==> src/rtl/fib_pkg.sv <==
// Shared definitions for the multi-channel Fibonacci engine: core state
// encoding, default sizing and the channel-index width helper.
package fib_pkg;

  typedef enum logic [1:0] {
    ST_IDLE = 2'd0,
    ST_ITER = 2'd1,
    ST_DONE = 2'd2
  } core_state_e;

  localparam int DEF_WIDTH    = 32;
  localparam int DEF_N_WIDTH  = 8;
  localparam int DEF_CHANNELS = 4;

  function automatic int idx_w(input int channels);
    return (channels > 1) ? $clog2(channels) : 1;
  endfunction

endpackage

==> src/rtl/fib_rr_arbiter.sv <==
// Round-robin arbiter: picks the first pending channel at or after the
// pointer, wrapping around; the pointer advances past each served channel.
module fib_rr_arbiter
  import fib_pkg::*;
#(
  parameter  int CHANNELS = DEF_CHANNELS,
  localparam int IDX_W    = idx_w(CHANNELS)
) (
  input  logic                clk,
  input  logic                reset,
  input  logic [CHANNELS-1:0] pending,
  input  logic                adv,
  input  logic [IDX_W-1:0]    adv_idx,
  output logic [CHANNELS-1:0] grant,
  output logic [IDX_W-1:0]    grant_idx,
  output logic                any_valid
);

  logic [IDX_W-1:0]    ptr_q;
  logic [IDX_W-1:0]    ptr_d;
  logic [CHANNELS-1:0] grant_s;
  logic [IDX_W-1:0]    idx_s;
  logic                found_s;
  int                  cand_s;

  // Rotating priority search starting at the pointer.
  always_comb begin
    grant_s = {CHANNELS{1'b0}};
    idx_s   = {IDX_W{1'b0}};
    found_s = 1'b0;
    cand_s  = 0;
    for (int i = 0; i < CHANNELS; i++) begin
      cand_s = int'(ptr_q) + i;
      cand_s = (cand_s >= CHANNELS) ? (cand_s - CHANNELS) : cand_s;
      if (!found_s && pending[IDX_W'(cand_s)]) begin
        found_s                 = 1'b1;
        grant_s[IDX_W'(cand_s)] = 1'b1;
        idx_s                   = IDX_W'(cand_s);
      end else begin
        found_s = found_s;
      end
    end
  end

  // Next pointer: one past the channel that just completed.
  always_comb begin
    if (adv) begin
      if (adv_idx == IDX_W'(CHANNELS - 1)) begin
        ptr_d = {IDX_W{1'b0}};
      end else begin
        ptr_d = adv_idx + IDX_W'(1);
      end
    end else begin
      ptr_d = ptr_q;
    end
  end

  // Pointer register.
  always_ff @(posedge clk or negedge reset) begin
    if (!reset) begin
      ptr_q <= {IDX_W{1'b0}};
    end else begin
      ptr_q <= ptr_d;
    end
  end

  assign grant     = grant_s;
  assign grant_idx = idx_s;
  assign any_valid = found_s;

endmodule

==> src/rtl/fib_multi_engine.sv <==
// Multi-channel iterative Fibonacci accelerator: per-channel request slots
// share one adder core, served round-robin, with wrap or saturate on overflow.
module fib_multi_engine
  import fib_pkg::*;
#(
  parameter int WIDTH    = DEF_WIDTH,
  parameter int N_WIDTH  = DEF_N_WIDTH,
  parameter int CHANNELS = DEF_CHANNELS,
  parameter int SATURATE = 0
) (
  input  logic                        clk,
  input  logic                        reset,
  input  logic [CHANNELS-1:0]         req,
  input  logic [CHANNELS*N_WIDTH-1:0] n,
  output logic [CHANNELS-1:0]         busy,
  output logic [CHANNELS*WIDTH-1:0]   ret,
  output logic [CHANNELS-1:0]         ovf,
  output logic [CHANNELS-1:0]         done
);

  localparam int IDX_W = idx_w(CHANNELS);

  core_state_e                 state_q, state_d;
  logic [CHANNELS-1:0]         busy_q, busy_d;
  logic [CHANNELS*N_WIDTH-1:0] slot_q, slot_d;
  logic [CHANNELS*WIDTH-1:0]   ret_q, ret_d;
  logic [CHANNELS-1:0]         ovf_q, ovf_d;
  logic [CHANNELS-1:0]         done_q, done_d;
  logic [IDX_W-1:0]            gidx_q, gidx_d;
  logic [N_WIDTH-1:0]          count_q, count_d;
  logic [WIDTH-1:0]            a_q, a_d;
  logic [WIDTH-1:0]            b_q, b_d;
  logic                        ovfa_q, ovfa_d;
  logic                        ovfb_q, ovfb_d;

  logic [WIDTH:0]              sum_s;
  logic                        novf_s;
  logic                        adv_s;
  logic [CHANNELS-1:0]         grant_s;
  logic [IDX_W-1:0]            grant_idx_s;
  logic                        any_valid_s;

  // Only consulted in IDLE, when no channel is inside the core.
  fib_rr_arbiter #(
    .CHANNELS (CHANNELS)
  ) u_arb (
    .clk       (clk),
    .reset     (reset),
    .pending   (busy_q),
    .adv       (adv_s),
    .adv_idx   (gidx_q),
    .grant     (grant_s),
    .grant_idx (grant_idx_s),
    .any_valid (any_valid_s)
  );

  // Slot acceptance, core FSM and datapath next-state.
  always_comb begin
    state_d = state_q;
    busy_d  = busy_q;
    slot_d  = slot_q;
    ret_d   = ret_q;
    ovf_d   = ovf_q;
    done_d  = {CHANNELS{1'b0}};
    gidx_d  = gidx_q;
    count_d = count_q;
    a_d     = a_q;
    b_d     = b_q;
    ovfa_d  = ovfa_q;
    ovfb_d  = ovfb_q;
    adv_s   = 1'b0;
    sum_s   = {1'b0, a_q} + {1'b0, b_q};
    novf_s  = ovfa_q | ovfb_q | sum_s[WIDTH];

    for (int c = 0; c < CHANNELS; c++) begin
      if (req[c] && !busy_q[c]) begin
        busy_d[c]                     = 1'b1;
        slot_d[c*N_WIDTH +: N_WIDTH]  = n[c*N_WIDTH +: N_WIDTH];
      end else begin
        busy_d[c] = busy_d[c];
      end
    end

    case (state_q)
      ST_IDLE: begin
        if (any_valid_s) begin
          gidx_d = grant_idx_s;
          for (int c = 0; c < CHANNELS; c++) begin
            if (grant_s[c]) begin
              count_d = slot_q[c*N_WIDTH +: N_WIDTH];
            end else begin
              count_d = count_d;
            end
          end
          a_d     = {WIDTH{1'b0}};
          b_d     = WIDTH'(1);
          ovfa_d  = 1'b0;
          ovfb_d  = 1'b0;
          state_d = ST_ITER;
        end else begin
          state_d = ST_IDLE;
        end
      end
      ST_ITER: begin
        if (count_q == N_WIDTH'(0)) begin
          state_d = ST_DONE;
        end else begin
          a_d     = b_q;
          ovfa_d  = ovfb_q;
          ovfb_d  = novf_s;
          count_d = count_q - N_WIDTH'(1);
          // Once saturating, later sums carry anyway so ovf stays sticky.
          if ((SATURATE != 0) && novf_s) begin
            b_d = {WIDTH{1'b1}};
          end else begin
            b_d = sum_s[WIDTH-1:0];
          end
        end
      end
      ST_DONE: begin
        if ((SATURATE != 0) && ovfa_q) begin
          ret_d[int'(gidx_q)*WIDTH +: WIDTH] = {WIDTH{1'b1}};
        end else begin
          ret_d[int'(gidx_q)*WIDTH +: WIDTH] = a_q;
        end
        ovf_d[gidx_q]  = ovfa_q;
        done_d[gidx_q] = 1'b1;
        busy_d[gidx_q] = 1'b0;
        adv_s          = 1'b1;
        state_d        = ST_IDLE;
      end
      default: begin
        state_d = ST_IDLE;
      end
    endcase
  end

  // State and output registers.
  always_ff @(posedge clk or negedge reset) begin
    if (!reset) begin
      state_q <= ST_IDLE;
      busy_q  <= {CHANNELS{1'b0}};
      slot_q  <= {(CHANNELS*N_WIDTH){1'b0}};
      ret_q   <= {(CHANNELS*WIDTH){1'b0}};
      ovf_q   <= {CHANNELS{1'b0}};
      done_q  <= {CHANNELS{1'b0}};
      gidx_q  <= {IDX_W{1'b0}};
      count_q <= {N_WIDTH{1'b0}};
      a_q     <= {WIDTH{1'b0}};
      b_q     <= {WIDTH{1'b0}};
      ovfa_q  <= 1'b0;
      ovfb_q  <= 1'b0;
    end else begin
      state_q <= state_d;
      busy_q  <= busy_d;
      slot_q  <= slot_d;
      ret_q   <= ret_d;
      ovf_q   <= ovf_d;
      done_q  <= done_d;
      gidx_q  <= gidx_d;
      count_q <= count_d;
      a_q     <= a_d;
      b_q     <= b_d;
      ovfa_q  <= ovfa_d;
      ovfb_q  <= ovfb_d;
    end
  end

  assign busy = busy_q;
  assign ret  = ret_q;
  assign ovf  = ovf_q;
  assign done = done_q;

endmodule
==> config.mk <==
export PLATFORM = sky130hd
export DESIGN_NAME = fib_multi_engine
export DESIGN_NICKNAME = d
export VERILOG_FILES = /design/src/rtl/fib_pkg.sv /design/src/rtl/fib_rr_arbiter.sv /design/src/rtl/fib_multi_engine.sv
export SDC_FILE = /design/constraint.sdc
export NUM_CORES = 1
export LEC_CHECK = 0
export CORE_UTILIZATION = 60
export CTS_BUF_LIST = sky130_fd_sc_hd__clkbuf_2
export CTS_CLUSTER_DIAMETER = 150
export DETAILED_ROUTE_END_ITERATION = 16
export PLACE_DENSITY = 0.95
export SKIP_LAST_GASP = 1
export SLEW_MARGIN = 20
export SYNTH_ARGS = -nofsm -noshare
export SYNTH_HDL_FRONTEND = slang
export SYNTH_SLANG_ARGS = --single-unit
==> constraint.sdc <==
create_clock -name clk -period 7.7 [get_ports clk]
set_input_delay 1.155 -clock clk [delete_from_list [all_inputs] [get_ports clk]]
set_output_delay 1.155 -clock clk [all_outputs]
set_load 0.01 [all_outputs]
# --- After elaboration in Yosys (flattened, before gate mapping) ---
# Cells that the tools add are included.
totals:
  output_inout_bits: 140
  wordCells: 151
  reg_bits: 252
  input_bits: 38
op_classes:
  shift: 2
  order_cmp: 14
  bitwise_logic: 7
  reduce_logical: 25
  muxes: 69
  addsub: 11
  eq_ne: 7
op_table:
  columns: ["cell", "n"]
  rows:
  - ["128-bit bitwise mux", 1]
  - ["32-bit two-way mux", 4]
  - ["32-bit case mux with 2 select lines", 2]
  - ["32-bit by 33-bit variable shift with 128-bit output (first input constant)", 1]
  - ["32-bit by 33-bit indexed part select with 128-bit output", 1]
  - ["8-bit two-way mux", 6]
  - ["32-bit by 32-bit adder with 33-bit output", 1]
  - ["7-bit negator with 33-bit output", 1]
  - ["1-bit two-way mux", 26]
  - ["4-bit two-way mux", 6]
  - ["2-bit two-way mux", 10]
  - ["2-bit by 4-bit < comparator with 1-bit output (second input constant)", 4]
  - ["8-bit case mux with 2 select lines", 1]
  - ["1-bit logical AND", 12]
  - ["4-bit bitwise OR", 3]
  - ["1-bit demux with 2-bit select", 5]
  - ["2-bit by 1-bit greater-or-equal comparator with 1-bit output (second input constant)", 5]
  - ["3-bit greater-or-equal comparator (second input constant)", 3]
  - ["1-bit binary-select mux with 2-bit select", 4]
  - ["8-bit logical NOT", 1]
  - ["2-bit by 1-bit subtractor with 2-bit output (second input constant)", 4]
  - ["8-bit by 1-bit subtractor with 8-bit output (second input constant)", 1]
  - ["1-bit logical NOT", 7]
  - ["2-bit by 2-bit adder with 3-bit output (second input constant)", 2]
  - ["other kinds (19)", 24]

# --- Longest topological paths before layout ---
logic_depth:
  depth_word: 21
  mapped_depth: 14

# --- Cells and area by module ---
# Synthesis repeated with hierarchy kept, for this count alone.
unflattened:
  hier_cells: 1004
  hier_area_um2: 11741.3
modules_own_cells:
  columns: ["mod", "n_inst", "cells_per_inst", "area_per_inst_um2"]
  rows:
  - ["fib_multi_engine", 1, 934, 11129.4]
  - ["fib_rr_arbiter", 1, 70, 611.8]

# --- Worst setup path after synthesis ---
# No wires, ideal clock.
synth_path:
  path_type: "reg2reg"
  start: "register u_arb.ptr_q[0]"
  end: "register count_q[0]"
  path_buffers: 2
  period_less_slack_ps: 3497
  path_slack_ps: 4203
  stages_incl_launch_ff: 12
  arrival_time_ps: 3377
  setup_time_ps: 120
  required_ps: 7580
  path_cell_list: "dfrtp_1 > buf_6 > buf_2 > inv_1 > ha_1 > mux2_2 > or4b_2 > a32o_1 > a21boi_2 > a41oi_4 > mux2_1 > a31o_1"
synth_between:
  elab_chain_len: 20
  word_cells_on_any_way: 72
synth_rtl:
  columns: ["item", "line_no", "source"]
  rows:
  - ["from (decl)", "fib_rr_arbiter.sv:19", "logic [IDX_W-1:0] ptr_q;"]
  - ["from (signal assigned)", "fib_rr_arbiter.sv:61", "ptr_q <= {IDX_W{1'b0}};"]
  - ["from (signal assigned)", "fib_rr_arbiter.sv:63", "ptr_q <= ptr_d;"]
  - ["parallel branches: the longest is 20 deep, another holds 2-bit by 4-bit < comparator with 1-bit output", null, null]
  - ["to (signal assigned)", "fib_multi_engine.sv:148", "count_q <= {N_WIDTH{1'b0}};"]
  - ["to (signal assigned)", "fib_multi_engine.sv:161", "count_q <= count_d;"]
  - ["to (decl)", "fib_multi_engine.sv:30", "logic [N_WIDTH-1:0] count_q, count_d;"]
# Parallel ways; which one is timed is not known. The select of a mux whose other input is x is not followed.
# A chain may end at the register's enable or synchronous reset.

# --- Worst setup path in the final report ---
# Same ends and word-level chain as after synthesis.

==> results by group <==
Critical path
  – Required time at the worst-slack endpoint: 8.47 ns
  – Critical path data arrival time: 5.77 ns
  – Nature of the critical path startpoint: flop
  – Type of the worst setup path: flop to flop
  – Type of element capturing the critical path: flop
  – Highest fanout seen on the critical path: 50

Synth
  – Fraction of the yosys area taken by sequential cells: 0.5290
  – Unique cell type count in the Yosys netlist: 74
  – Flip-flop cell with the highest count after synthesis: sky130_fd_sc_hd__dfrtp_1
  – Top cell type by total area after synthesis: sky130_fd_sc_hd__dfrtp_1
  – Mean instance size in the synthesized netlist: 11.07 sq um
  – Number of instances in the synthesized netlist: 1,077
  – Synthesized flop and latch total: 252
  – Share of the synthesized area in the top cell type: 0.5290
  – Post-synth EDFFs: 0
  – Post-synthesis async set-or-reset flop share: 1.000
  – Number of nets produced by synthesis: 1,165
  – Total standard cell area after synthesis: 0.01192 sq mm
  – Most common cell in the netlist: sky130_fd_sc_hd__dfrtp_1
  – Main area contributors after synthesis: sky130_fd_sc_hd__dfrtp_1 (53%), sky130_fd_sc_hd__a22o_1 (9.5%), sky130_fd_sc_hd__ha_1 (5.1%)
  – Synth warnings: 0
  – Most frequent cells after synthesis: sky130_fd_sc_hd__dfrtp_1 (252), sky130_fd_sc_hd__nand2_1 (133), sky130_fd_sc_hd__a22o_1 (129)

Clock network
  – CTS Sinks: 252
  – CTS tree: built
  – Clk Latency, worst-skew pair: 0.94 ns
  – Resize count post-CTS: 0
  – Buffer type at the clock tree root: sky130_fd_sc_hd__clkbuf_2
  – Hold-fix buffers, CTS: 0
  – # H-tree levels: 2
  – Max Buffers Root-to-Sink: 3
  – Clock slew at reported path FFs: 0.12 ns
  – Buffer count from post-CTS setup fixing: 0
  – Total CTS buffers: 58

STA
  – Setup slack after layout: 2.703 ns
  – Hold slack final: 0.1541 ns
  – Unrepaired setup endpoints after global routing: false
  – Fin crit share: 0.6490
  – Worst Skew: 0.09225 ns
  – Final setup violation count: 0
  – Worst max-slew margin expressed relative to the limit: 0.4052
  – Number of hold violations in the final report: 0
  – Clock period minus worst slack: 4.997 ns
  – Worst Max-Slew Pin Slew: 0.8855 ns
  – Total negative slack for setup checks: 0 ns
  – FMAX: 200.1 MHz
  – Pins Over Slew Limit: 0

GRT
  – Via count of the first global-routing pass: 9,508
  – Maximum number of pins on one net before global-route repair: 194
  – Global-route congestion overflow total: 0
  – Initial antenna violation count: 1
  – Total track usage: 0.2995
  – Wire length of the first global-routing pass: 48,140 um

Power
  – Overall power of the completed layout: 4.442 mW
  – Reported leakage power: 6.693 nW
  – Power per standard cell area: 306.5 mW/mm^2
  – Largest voltage drop on the vdd net: 0.0001769 V

Layout
  – Filler Cells Inserted: 1,332
  – Area added between synthesis and finish: 21.55%
  – Final net count: 1,352
  – Fraction of layout instances using a drive strength above 1: 0.1304

Routing
  – Via-to-Cell Ratio: 6.162
  – Final routed wirelength across all metal layers: 29,420 um
  – Detailed-route wire length per cell: 18.66 um
  – Via count of the routed design: 9,718
  – Antenna Violating Nets Remaining: 0
  – DRC violations left: 0
  – DRC marker count from the first detailed-route iteration: 725
  – Number of iterations in the first detailed-routing pass: 8

Floorplan
  – Initial core utilization: 0.6125
  – CORE AREA: 0.01946 sq mm
  – Vert. Die Dim: 143.0 um
  – Top Ports: 178
  – Die Footprint: 0.02044 sq mm
  – Horiz. Die Dim: 143.0 um
  – Rows: 51

Placed design
  – Half-perimeter wire length after detailed placement: 19,500 um
  – Number of port buffers: 177
  – Worst setup slack before clock tree synthesis: 2.365 ns
  – Placer's final routability congestion estimate: 0.9166

Run status
  – Run status: finished clean

Min path
  – Worst min-delay path category: input pin to async pin

Flow run
  – Max-cap violations: 0
-- final timing paths --
check,depth (start not counted),end,slack [ns],from
max in group asynchronous,3,ret[41]$_DFFE_PN0P_,6.17,reset
worst min register to register,2,a_q[18]$_DFFE_PN0P_,0.51,b_q[18]$_DFFE_PN0P_
worst min-delay path,1,ret[85]$_DFFE_PN0P_,0.15,reset
worst max-delay path,10,count_q[0]$_DFFE_PN0P_,2.70,u_arb.ptr_q[0]$_DFFE_PN0P_
worst max register to register,10,count_q[0]$_DFFE_PN0P_,2.70,u_arb.ptr_q[0]$_DFFE_PN0P_
min in group clk,2,a_q[18]$_DFFE_PN0P_,0.51,b_q[18]$_DFFE_PN0P_
-- layout by cell type (no fill, tap or decap), types with 40 or more instances in the layout --
cell type                         instances
sky130_fd_sc_hd__mux2_2                  40
sky130_fd_sc_hd__dfrtp_1                252
sky130_fd_sc_hd__nand2_1                133
sky130_fd_sc_hd__clkbuf_2                84
sky130_fd_sc_hd__ha_1                    49
sky130_fd_sc_hd__a21oi_1                 45
sky130_fd_sc_hd__a22o_1                 129
sky130_fd_sc_hd__clkdlybuf4s50_1        176
sky130_fd_sc_hd__nand3_1                 61
sky130_fd_sc_hd__o21ai_0                 53
-- cell type report --
cell class | instances | area (sq um) | area share
Antenna cell | 1 | 2.502 | 0.0001727
Clock buffer | 84 | 420.4 | 0.02901
Clock inverter | 23 | 125.1 | 0.008635
Inverter | 15 | 56.30 | 0.003886
Multi-Input combinational cell | 746 | 5334 | 0.3681
Sequential cell | 252 | 6306 | 0.4352
Tap cell | 265 | 331.6 | 0.02288
Timing Repair Buffer | 191 | 1914 | 0.1321
-- critical path, stage by stage, from the launching register on --
cell	delay, ns
sky130_fd_sc_hd__dfrtp_1	0.84
sky130_fd_sc_hd__inv_1	0.34
sky130_fd_sc_hd__ha_1	0.63
sky130_fd_sc_hd__mux4_2	0.63
sky130_fd_sc_hd__or2_1	0.29
sky130_fd_sc_hd__o31ai_4	0.24
sky130_fd_sc_hd__buf_4	0.49
sky130_fd_sc_hd__and2_2	0.66
sky130_fd_sc_hd__a41oi_4	0.18
sky130_fd_sc_hd__mux2_1	0.42
sky130_fd_sc_hd__a31o_1	0.18
-- per-layer routing --
metal / global-route usage / part of all wire / up-vias
met5: 0 / 0 / -
met3: 0.04762 / 0.070 / 79
li1: - / - / 4400
met4: 0.1126 / 0.029 / 0
met1: 0.4126 / 0.43 / 4796
met2: 0.4798 / 0.47 / 443
-- logic make-up after synthesis --
| kind of cell | Yosys count | synth area share |
|---|---|---|
| AO/OA/AOI/OAI | 315 | 0.1979 |
| AND/OR/NAND/NOR | 304 | 0.1213 |
| flip-flops | 252 | 0.5290 |
| buffers and inverters | 79 | 0.02750 |
| multiplexers | 54 | 0.05426 |
| adder cells (fa/ha/maj) | 50 | 0.05311 |
| XOR/XNOR | 23 | 0.01690 |
-- stage by stage --
| step | instance area [sq um] | util | cells |
|---|---|---|---|
| 2_1_floorplan | 11920 | - | 1077 |
| 3_3_place_gp | 13910 | 0.7149 | 1468 |
| 3_5_place_dp | 13910 | 0.7149 | 1468 |
| 4_1_cts | 14460 | 0.7429 | 1575 |
| 5_1_grt | 14490 | 0.7445 | 1577 |
| 6_report | 14490 | 0.7445 | 1577 |
-- power breakdown --
part	switching (mW)	total, mW	internal [mW]	leakage [nW]
combinational	1.01	1.74	0.732	2.98
clock	0.537	0.867	0.330	0.404
sequential	0.282	1.83	1.55	3.31
total	1.83	4.44	2.61	6.69
-- state kept, by name, indices dropped and copies added (netlist names) --
name and count:
done 4, b_q 32, u_arb.ptr_q 2, ovfb_q 1, count_q 8, slot_q 32, ret 128, ovfa_q 1
gidx_q 2, busy 4, a_q 32, ovf 4, state_q 2
Power figures use the tool's default switching activity.
